**src/rtl/lsu_pkg.sv**
```systemverilog
// lsu_pkg: shared size encodings, error codes and FSM states for the load/store unit.
package lsu_pkg;
  localparam logic [1:0] SZ_BYTE = 2'b00;
  localparam logic [1:0] SZ_HALF = 2'b01;
  localparam logic [1:0] SZ_WORD = 2'b10;
  localparam logic [1:0] ERR_NONE  = 2'b00;
  localparam logic [1:0] ERR_ALIGN = 2'b01;
  localparam logic [1:0] ERR_RANGE = 2'b10;
  typedef enum logic [2:0] {
    S_IDLE, S_LOAD, S_RMW_READ, S_STORE, S_RESP
  } state_t;
endpackage

```
**src/rtl/lsu_align_32.sv**
```systemverilog
// lsu_align_32: combinational lane extraction/extension for loads and lane merge for sub-word stores.
//   i_addr[1:0] byte offset, i_size access size, i_unsigned zero-extend loads,
//   i_old word read from memory, i_wdata right-aligned store data,
//   o_load extended load data, o_merged old word with the target lane replaced.
module lsu_align_32
  import lsu_pkg::*;
(
  input  logic [1:0]  i_addr,
  input  logic [1:0]  i_size,
  input  logic        i_unsigned,
  input  logic [31:0] i_old,
  input  logic [31:0] i_wdata,
  output logic [31:0] o_load,
  output logic [31:0] o_merged
);
  logic [4:0]  w_sh;
  logic [31:0] w_lane_mask;
  logic [31:0] w_shifted;
  // Half accesses only use addr[1]; aligned words always shift by zero.
  assign w_sh        = i_size == SZ_HALF ? {i_addr[1], 4'b0000} : {i_addr, 3'b000};
  assign w_lane_mask = i_size == SZ_BYTE ? 32'h0000_00FF : i_size == SZ_HALF ? 32'h0000_FFFF : 32'hFFFF_FFFF;
  assign w_shifted   = i_old >> w_sh;
  assign o_load      = i_size == SZ_BYTE ? {{24{~i_unsigned & w_shifted[7]}}, w_shifted[7:0]} :
                       i_size == SZ_HALF ? {{16{~i_unsigned & w_shifted[15]}}, w_shifted[15:0]} :
                       w_shifted;
  assign o_merged    = (i_old & ~(w_lane_mask << w_sh)) | ((i_wdata & w_lane_mask) << w_sh);
endmodule

```
**src/rtl/lsu_32.sv**
```systemverilog
// lsu_32: load/store unit converting byte-addressed requests into word accesses on a 32-bit data memory.
//   req_*  request channel from MEM stage (req_ready high only in IDLE),
//   resp_* one-cycle completion pulse with extended load data and error code,
//   mem_*  word-indexed memory port (combinational read, synchronous write).
module lsu_32
  import lsu_pkg::*;
#(
  parameter int MEM_WORDS = 32
) (
  input  logic        clk,
  input  logic        rst,
  input  logic        req_valid,
  output logic        req_ready,
  input  logic        req_write,
  input  logic [1:0]  req_size,
  input  logic        req_unsigned,
  input  logic [31:0] req_addr,
  input  logic [31:0] req_wdata,
  output logic        resp_valid,
  output logic [31:0] resp_rdata,
  output logic [1:0]  resp_error,
  output logic [31:0] mem_address,
  output logic [31:0] mem_write_data,
  output logic        mem_write,
  output logic        mem_read,
  input  logic [31:0] mem_read_data
);
  localparam logic [31:0] LIMIT = 32'(MEM_WORDS * 4);
  state_t      r_state;
  logic [1:0]  r_size;
  logic        r_unsigned;
  logic [31:0] r_addr;
  logic [31:0] r_wbuf;
  logic [31:0] r_rdata;
  logic [1:0]  r_error;
  logic [1:0]  w_err;
  logic [31:0] w_load;
  logic [31:0] w_merged;
  // Misalignment (including the reserved size) outranks out-of-range.
  assign w_err = (req_size == 2'b11 || (req_size == SZ_HALF && req_addr[0]) ||
                  (req_size == SZ_WORD && req_addr[1:0] != 2'b00)) ? ERR_ALIGN :
                 req_addr >= LIMIT ? ERR_RANGE : ERR_NONE;
  lsu_align_32 u_align (
    .i_addr     (r_addr[1:0]),
    .i_size     (r_size),
    .i_unsigned (r_unsigned),
    .i_old      (mem_read_data),
    .i_wdata    (r_wbuf),
    .o_load     (w_load),
    .o_merged   (w_merged)
  );
  always_ff @(posedge clk or posedge rst) begin
    if (rst) begin
      r_state    <= S_IDLE;
      r_size     <= '0;
      r_unsigned <= 1'b0;
      r_addr     <= '0;
      r_wbuf     <= '0;
      r_rdata    <= '0;
      r_error    <= ERR_NONE;
    end else begin
      case (r_state)
        S_IDLE: if (req_valid) begin
          r_size     <= req_size;
          r_unsigned <= req_unsigned;
          r_addr     <= req_addr;
          r_wbuf     <= req_wdata;
          r_rdata    <= '0;
          r_error    <= w_err;
          r_state    <= w_err != ERR_NONE ? S_RESP : !req_write ? S_LOAD :
                        req_size == SZ_WORD ? S_STORE : S_RMW_READ;
        end
        S_LOAD: begin
          r_rdata <= w_load;
          r_state <= S_RESP;
        end
        S_RMW_READ: begin
          r_wbuf  <= w_merged;
          r_state <= S_STORE;
        end
        S_STORE: r_state <= S_RESP;
        default: r_state <= S_IDLE;
      endcase
    end
  end
  assign req_ready      = r_state == S_IDLE;
  assign resp_valid     = r_state == S_RESP;
  assign resp_rdata     = resp_valid ? r_rdata : '0;
  assign resp_error     = resp_valid ? r_error : ERR_NONE;
  assign mem_read       = r_state == S_LOAD || r_state == S_RMW_READ;
  assign mem_write      = r_state == S_STORE;
  assign mem_address    = (mem_read || mem_write) ? {2'b00, r_addr[31:2]} : '0;
  assign mem_write_data = mem_write ? r_wbuf : '0;
endmodule

```
**config.mk**
```make
export PLATFORM = sky130hd
export DESIGN_NAME = lsu_32
export DESIGN_NICKNAME = d
export VERILOG_FILES = /design/src/rtl/lsu_pkg.sv /design/src/rtl/lsu_align_32.sv /design/src/rtl/lsu_32.sv
export SDC_FILE = /design/constraint.sdc
export NUM_CORES = 1
export LEC_CHECK = 0
export CORE_MARGIN = 4
export CORE_UTILIZATION = 40
export DETAILED_ROUTE_END_ITERATION = 7
export GPL_ROUTABILITY_DRIVEN = 0
export PLACE_DENSITY_LB_ADDON = 0.15
export SYNTH_ARGS = -nofsm -noshare
export SYNTH_HDL_FRONTEND = slang
export SYNTH_SLANG_ARGS = --single-unit
```
**constraint.sdc**
```tcl
create_clock -name clk -period 5.4 [get_ports clk]
set_input_delay 0.54 -clock clk [delete_from_list [all_inputs] [get_ports clk]]
set_output_delay 0.54 -clock clk [all_outputs]
set_load 0.1 [all_outputs]
```
==> results of run 1 <==
worst reg2reg max path, delay by kind of cell (launching register included):
family / cells / cell delay [ns]
simple gates: 2 / 1.48
compound gates: 1 / 0.46
flops: 1 / 1.06
per-stage QoR:
| stage | hold WS [ns] | utilization (%) |
|---|---|---|
| global placement | 0.449 | 54.9 |
| global route | 0.491 | 56.9 |
| finish | 0.470 | 56.9 |
| CTS | 0.474 | 56.9 |
| detailed placement | 0.454 | 54.9 |
| floorplan | 0.437 | - |
cells by family (layout without fill, tap and decap cells):
group / Yosys count / count (layout) / synth area share [%]
flip-flops: 104 / 104 / 41.2
AO/OA/AOI/OAI: 155 / 155 / 19.9
AND/OR/NAND/NOR: 310 / 310 / 25.7
other: 1 / 2 / 0.0594
buffers and inverters: 73 / 235 / 4.86
multiplexers: 41 / 41 / 8.25
placed cells by master (no fill, tap or decap), drive strengths merged, types with 3 or more instances in the layout:
master and n:
a211oi 9, a21boi 7, a21oi 5, a221o 48
a22o 23, a22oi 8, a31oi 8, a32oi 8
and2 75, and3 42, buf 10, clkbuf 11
clkdlybuf4s50 202, dfrtp 104, inv 11, mux2 18
mux2i 16, mux4 7, nand2 117, nand2b 17
nand4 9, nor2 27, nor2b 3, nor3 6
nor4 7, o211ai 8, o21ai 24
worst max-delay path by stage:
| stage | slack (ns) | depth (start not counted) | start | to |
|---|---|---|---|---|
| after global placement | 1.69 | 3 | r_state[2] | mem_read |
| after detailed placement | 1.61 | 3 | r_state[2] | mem_read |
| after CTS | 1.14 | 3 | r_state[2] | mem_read |
| final | 1.22 | 3 | r_state[2] | mem_read |
| after global routing | 1.02 | 3 | r_state[2] | mem_read |
| after floorplan | 1.97 | 4 | r_state[2] | req_ready |
per-layer routing:
| metal | GRT usage (%) | up-vias | routed length [um] |
|---|---|---|---|
| li1 | - | 2790 | - |
| met1 | 32.2 | 2962 | 9380 |
| met3 | 8.31 | 38 | 2110 |
| met2 | 35.6 | 302 | 9520 |
| met4 | 6.80 | 0 | 518 |
| met5 | 0 | - | 0 |
sequential cells by signal, indices dropped and copies added (netlist names):
name,cells
r_rdata,32
r_state,3
r_size,2
r_unsigned,1
r_error,2
r_addr,32
r_wbuf,32
cell type report:
cell class,instances,area [um^2]
inverter,7,28.8
fill,1351,6610
multi-input combinational,508,3420
timing repair buffer,212,2100
clock buffer,11,253
clock inverter,5,45.0
tap,211,264
sequential,104,2610
power by group through the flow:
stage / sequential [mW] / combinational, mW / clock, mW
finish: 0.939 / 0.459 / 0.660
global route: 0.947 / 0.499 / 0.705
CTS: 0.936 / 0.457 / 0.676
detailed placement: 0.949 / 0.455 / 0
global placement: 0.947 / 0.449 / 0
floorplan: 0.899 / 0.325 / 0
==> impl_metrics.env, run 1 <==
export IMPL_outcome="completed"
export IMPL_post_cts_buffers=0
export IMPL_pwr_share_clk_pct=32.1
export IMPL_final_cells=1058
export IMPL_critPathCaptureType="output pin"
export IMPL_internal_power_mw=1.41
export IMPL_synthFlopType="dfrtp_1"
export IMPL_grt_max_degree=71
export IMPL_cts_tree="built"
export IMPL_ios=205
export IMPL_yosys_top_cells_area="dfrtp_1 (41%), a221o_1 (7.6%), and2_1 (7.4%)"
export IMPL_syn_area_um2=6310
export IMPL_antenna_cells=0
export IMPL_dpl_cell_count=1042
export IMPL_routed_via_density=5.76
export IMPL_crit_required_ns=4.86
export IMPL_leakage_nw=3.78
export IMPL_reg2reg_slack_ns=2.29
export IMPL_die_h_um=134
export IMPL_holdPathEnd="r_addr[31]"
export IMPL_fin_skew_ns=0.0100
export IMPL_maxSlewViolCount=0
export IMPL_rsz0062_at_grt="false"
export IMPL_die_area_um2=17900
export IMPL_cp_arrival_ns=3.64
export IMPL_antenna_found_initial=0
export IMPL_reg2reg_to="r_wbuf[0]"
export IMPL_drc=0
export IMPL_cts_resized_gates=0
export IMPL_drt_total_wl_um=21500
export IMPL_start_util_pct=41.2
export IMPL_setup_violations=0
export IMPL_r2r_start="r_state[2]"
export IMPL_clockRootBuffer="clkbuf_16"
export IMPL_cts_sinks=104
export IMPL_postRouteAntennaNets=0
export IMPL_dp_hpwl_um=15600
export IMPL_core_area_um2=15300
export IMPL_placed_cell_area_um2=8410
export IMPL_worstPathCellList="or3b_1 > nand2_1 > clkdlybuf4s50_1"
export IMPL_clock_path_buffers=2
export IMPL_async_flop_share_pct=100
export IMPL_ys_seq_area_share_pct=41.2
export IMPL_cts_clk_slew_worst_paths_ns=0.08
export IMPL_grt_pass1_wl_um=33400
export IMPL_power_frac_comb_pct=22.3
export IMPL_wl_per_cell_um=20.4
export IMPL_slowest_stage="dfrtp_1"
export IMPL_syn_avg_cell_area_um2=9.23
export IMPL_htree_num_levels=3
export IMPL_timing_setup_tns_ns=0
export IMPL_clock_latency_ns=0.36
export IMPL_fin_crit_sh_pct=77.5
export IMPL_port_buffer_count=202
export IMPL_setup_worst_path_start_class="flop"
export IMPL_yosysTopAreaCell="dfrtp_1"
export IMPL_vias=6092
export IMPL_synth_most_common_cell="nand2_1"
export IMPL_dr_pass1_iters=5
export IMPL_r2r_worst_path_cells=3
export IMPL_yosysTopAreaCellShare_pct=41.2
export IMPL_seq_power_share_pct=45.6
export IMPL_netlist_instances=684
export IMPL_gr_total_overflow=0
export IMPL_swShare_pct=31.5
export IMPL_row_count=45
export IMPL_die_w_um=134
export IMPL_p_switching_mw=0.649
export IMPL_path_delay_family="simple AND/OR/NAND/NOR gates"
export IMPL_peakVddDrop_mv=0.167
export IMPL_hold_viol_final=0
export IMPL_min_path_cells=2
export IMPL_max_freq_mhz=239
export IMPL_drive_gt1_share_pct=7.44
export IMPL_grt_usage_pct=23.6
export IMPL_finalPower_mw=2.06
export IMPL_hp_class="flop to flop"
export IMPL_synth_commonest_cells="nand2_1 (117), dfrtp_1 (104), and2_1 (75)"
export IMPL_path_buf_inv=1
export IMPL_path_class="flop to output pin"
export IMPL_path_max_fanout=45
export IMPL_final_min_clock_period_ns=4.18
export IMPL_yosys_warnings=0
export IMPL_hold_start="r_addr[31]"
export IMPL_design_area_um2=8710
export IMPL_drv_cap=0
export IMPL_worstMarginPinSlew_ns=1.38
export IMPL_drt_iter0_drc=683
export IMPL_synthToLayoutAreaGrowth_pct=38.0
export IMPL_ys_seq_elements=104
export IMPL_relSlewSlack_pct=8.08
export IMPL_pre_cts_ws_ns=1.61
export IMPL_grt_pass1_vias=5917
export IMPL_layout_nets=945
export IMPL_synth_edf_count=0
export IMPL_cp_slowest_stage_delay_ns=1.06
export IMPL_setup_ws_ns=1.22
export IMPL_holdBufCountCts=0
export IMPL_ys_types=44
export IMPL_p_per_area_nw_per_um2=236
export IMPL_cts_inserted_buffers=9
(Power assumes the default switching activity.)
==> run 2, diff against run 1 <==
Clock period 5.4 ns to 3.5 ns, I/O delays scaled along.
==> impl_metrics.env, run 2 (synthesized netlist as in run 1, its figures left out) <==
export IMPL_outcome="completed"
export IMPL_fin_skew_ns=0.00582
export IMPL_worstPathCellList="nor2b_1 > nor2_1 > o31ai_2 > a221o_1"
export IMPL_n_fill_cell=1333
export IMPL_reg2reg_to="r_wbuf[11]"
export IMPL_crit_required_ns=3.79
export IMPL_setup_ws_ns=0.973
export IMPL_vias=6078
export IMPL_slowest_stage="dfrtp_1"
export IMPL_max_freq_mhz=396
export IMPL_setup_worst_path_start_class="flop"
export IMPL_pwr_share_clk_pct=30.9
export IMPL_cts_clk_slew_worst_paths_ns=0.07
export IMPL_timing_setup_tns_ns=0
export IMPL_die_w_um=134
export IMPL_antenna_found_initial=0
export IMPL_clock_path_buffers=2
export IMPL_mostFrequentLayoutCell="nand2_1"
export IMPL_fin_crit_sh_pct=72.2
export IMPL_holdBufCountCts=0
export IMPL_drt_total_wl_um=21600
export IMPL_p_switching_mw=0.980
export IMPL_cts_sinks=104
export IMPL_maxSlewViolCount=0
export IMPL_min_path_cells=2
export IMPL_path_class="flop to flop"
export IMPL_drv_cap=0
export IMPL_cts_resized_gates=0
export IMPL_power_frac_comb_pct=22.5
export IMPL_drive_gt1_share_pct=19.6
export IMPL_internal_power_mw=2.15
export IMPL_hold_start="r_error[1]"
export IMPL_peakVddDrop_mv=0.255
export IMPL_final_util_pct=57.9
export IMPL_leakage_nw=4.07
export IMPL_path_delay_family="compound AO/OA/AOI/OAI gates"
export IMPL_rsz0062_at_grt="false"
export IMPL_core_area_um2=15300
export IMPL_reg_largest_list="r_addr (32), r_rdata (32), r_wbuf (32)"
export IMPL_hold_viol_final=0
export IMPL_die_area_um2=17900
export IMPL_final_cells=1062
export IMPL_gr_total_overflow=0
export IMPL_reg2reg_slack_ns=0.97
export IMPL_grt_pass1_vias=5920
export IMPL_die_h_um=134
export IMPL_met2_length_um=9530
export IMPL_r2r_worst_path_cells=4
export IMPL_p_per_area_nw_per_um2=353
export IMPL_seq_power_share_pct=46.5
export IMPL_hp_class="flop to flop"
export IMPL_cp_arrival_ns=2.82
export IMPL_wl_per_cell_um=20.3
export IMPL_clock_latency_ns=0.36
export IMPL_synthToLayoutAreaGrowth_pct=40.4
export IMPL_design_area_um2=8860
export IMPL_htree_num_levels=3
export IMPL_dp_hpwl_um=15600
export IMPL_grt_usage_pct=23.9
export IMPL_pre_cts_ws_ns=0.835
export IMPL_clockRootBuffer="clkbuf_16"
export IMPL_ios=205
export IMPL_wl_met1_um=9060
export IMPL_dr_pass1_iters=5
export IMPL_dpl_cell_count=1046
export IMPL_cp_slowest_stage_delay_ns=0.86
export IMPL_port_buffer_count=202
export IMPL_layout_nets=949
export IMPL_grt_pass1_wl_um=33700
export IMPL_routed_via_density=5.72
export IMPL_final_min_clock_period_ns=2.53
export IMPL_final_cell_mix="nand2_1 (117), clkdlybuf4s50_1 (102), dfrtp_1 (102)"
export IMPL_row_count=45
export IMPL_grt_max_degree=70
export IMPL_path_max_fanout=25
export IMPL_cts_inserted_buffers=9
export IMPL_relSlewSlack_pct=26.3
export IMPL_post_cts_buffers=0
export IMPL_holdPathEnd="r_error[1]"
export IMPL_swShare_pct=31.3
export IMPL_critPathCaptureType="flop"
export IMPL_worstMarginPinSlew_ns=1.10
export IMPL_placed_cell_area_um2=8580
export IMPL_r2r_start="r_size[1]"
export IMPL_drt_iter0_drc=557
export IMPL_cts_tree="built"
export IMPL_antenna_cells=0
export IMPL_wl_met3_um=2440
export IMPL_top_layer="met4"
export IMPL_setup_violations=0
export IMPL_drc=0
export IMPL_path_buf_inv=0
export IMPL_postRouteAntennaNets=0
export IMPL_start_util_pct=41.2
run 2: cell count changes in the layout (fill, tap and decap cells not counted):
| cell | change |
|---|---|
| buf_12 | +31 |
| buf_4 | +73 |
| clkbuf_8 | -1 |
| clkdlybuf4s50_1 | -100 |
| clkinv_2 | +2 |
| clkinv_4 | +1 |
| clkinvlp_4 | +1 |
| inv_6 | -2 |
| inv_8 | -1 |
run 2: cell type report:
class	count	area (um^2)	area share, %
inverter	7	28.8	0.325
sequential	104	2610	29.4
clock inverter	6	42.5	0.480
timing repair buffer	216	2260	25.6
clock buffer	10	239	2.70
tap	211	264	2.98
multi-input combinational	508	3420	38.6
run 2: how the worst max path moves through the flow:
stage / start / to / slack [ns] / cells past startpoint
2_1_floorplan: r_state[2] / req_ready / 0.26 / 4
4_1_cts: r_state[2] / r_error[1] / 1.00 / 6
6_report: r_size[1] / r_wbuf[11] / 0.97 / 4
5_1_grt: r_state[2] / r_error[1] / 0.66 / 6
3_3_place_gp: req_valid / r_error[1] / 0.89 / 6
3_5_place_dp: req_valid / r_error[1] / 0.84 / 6
run 2: metrics by stage:
stage	hold slack, ns	power (mW)
after floorplan	0.437	1.89
after global placement	0.453	2.15
after detailed placement	0.455	2.17
after CTS	0.476	3.14
after global routing	0.488	3.27
final	0.472	3.13
run 2: metal layers:
metal  global-route usage [%]  vias up
li1                         -     2808
met1                     32.4     2920
met2                     35.7      321
met3                     8.72       29
met4                     7.26        0
met5                        0        -
run 2: power groups by stage:
stage / Clock, mW / Combinational [mW] / Sequential [mW]
5_1_grt: 1.03 / 0.768 / 1.47
6_report: 0.968 / 0.705 / 1.46
3_3_place_gp: 0 / 0.687 / 1.46
2_1_floorplan: 0 / 0.501 / 1.39
3_5_place_dp: 0 / 0.700 / 1.47
4_1_cts: 0.990 / 0.703 / 1.45
run 2: worst min-delay path, cell delays in order, from the launching register on:
cell and delay [ns]:
dfrtp_1 0.34, nand2_1 0.04, o21ai_0 0.06
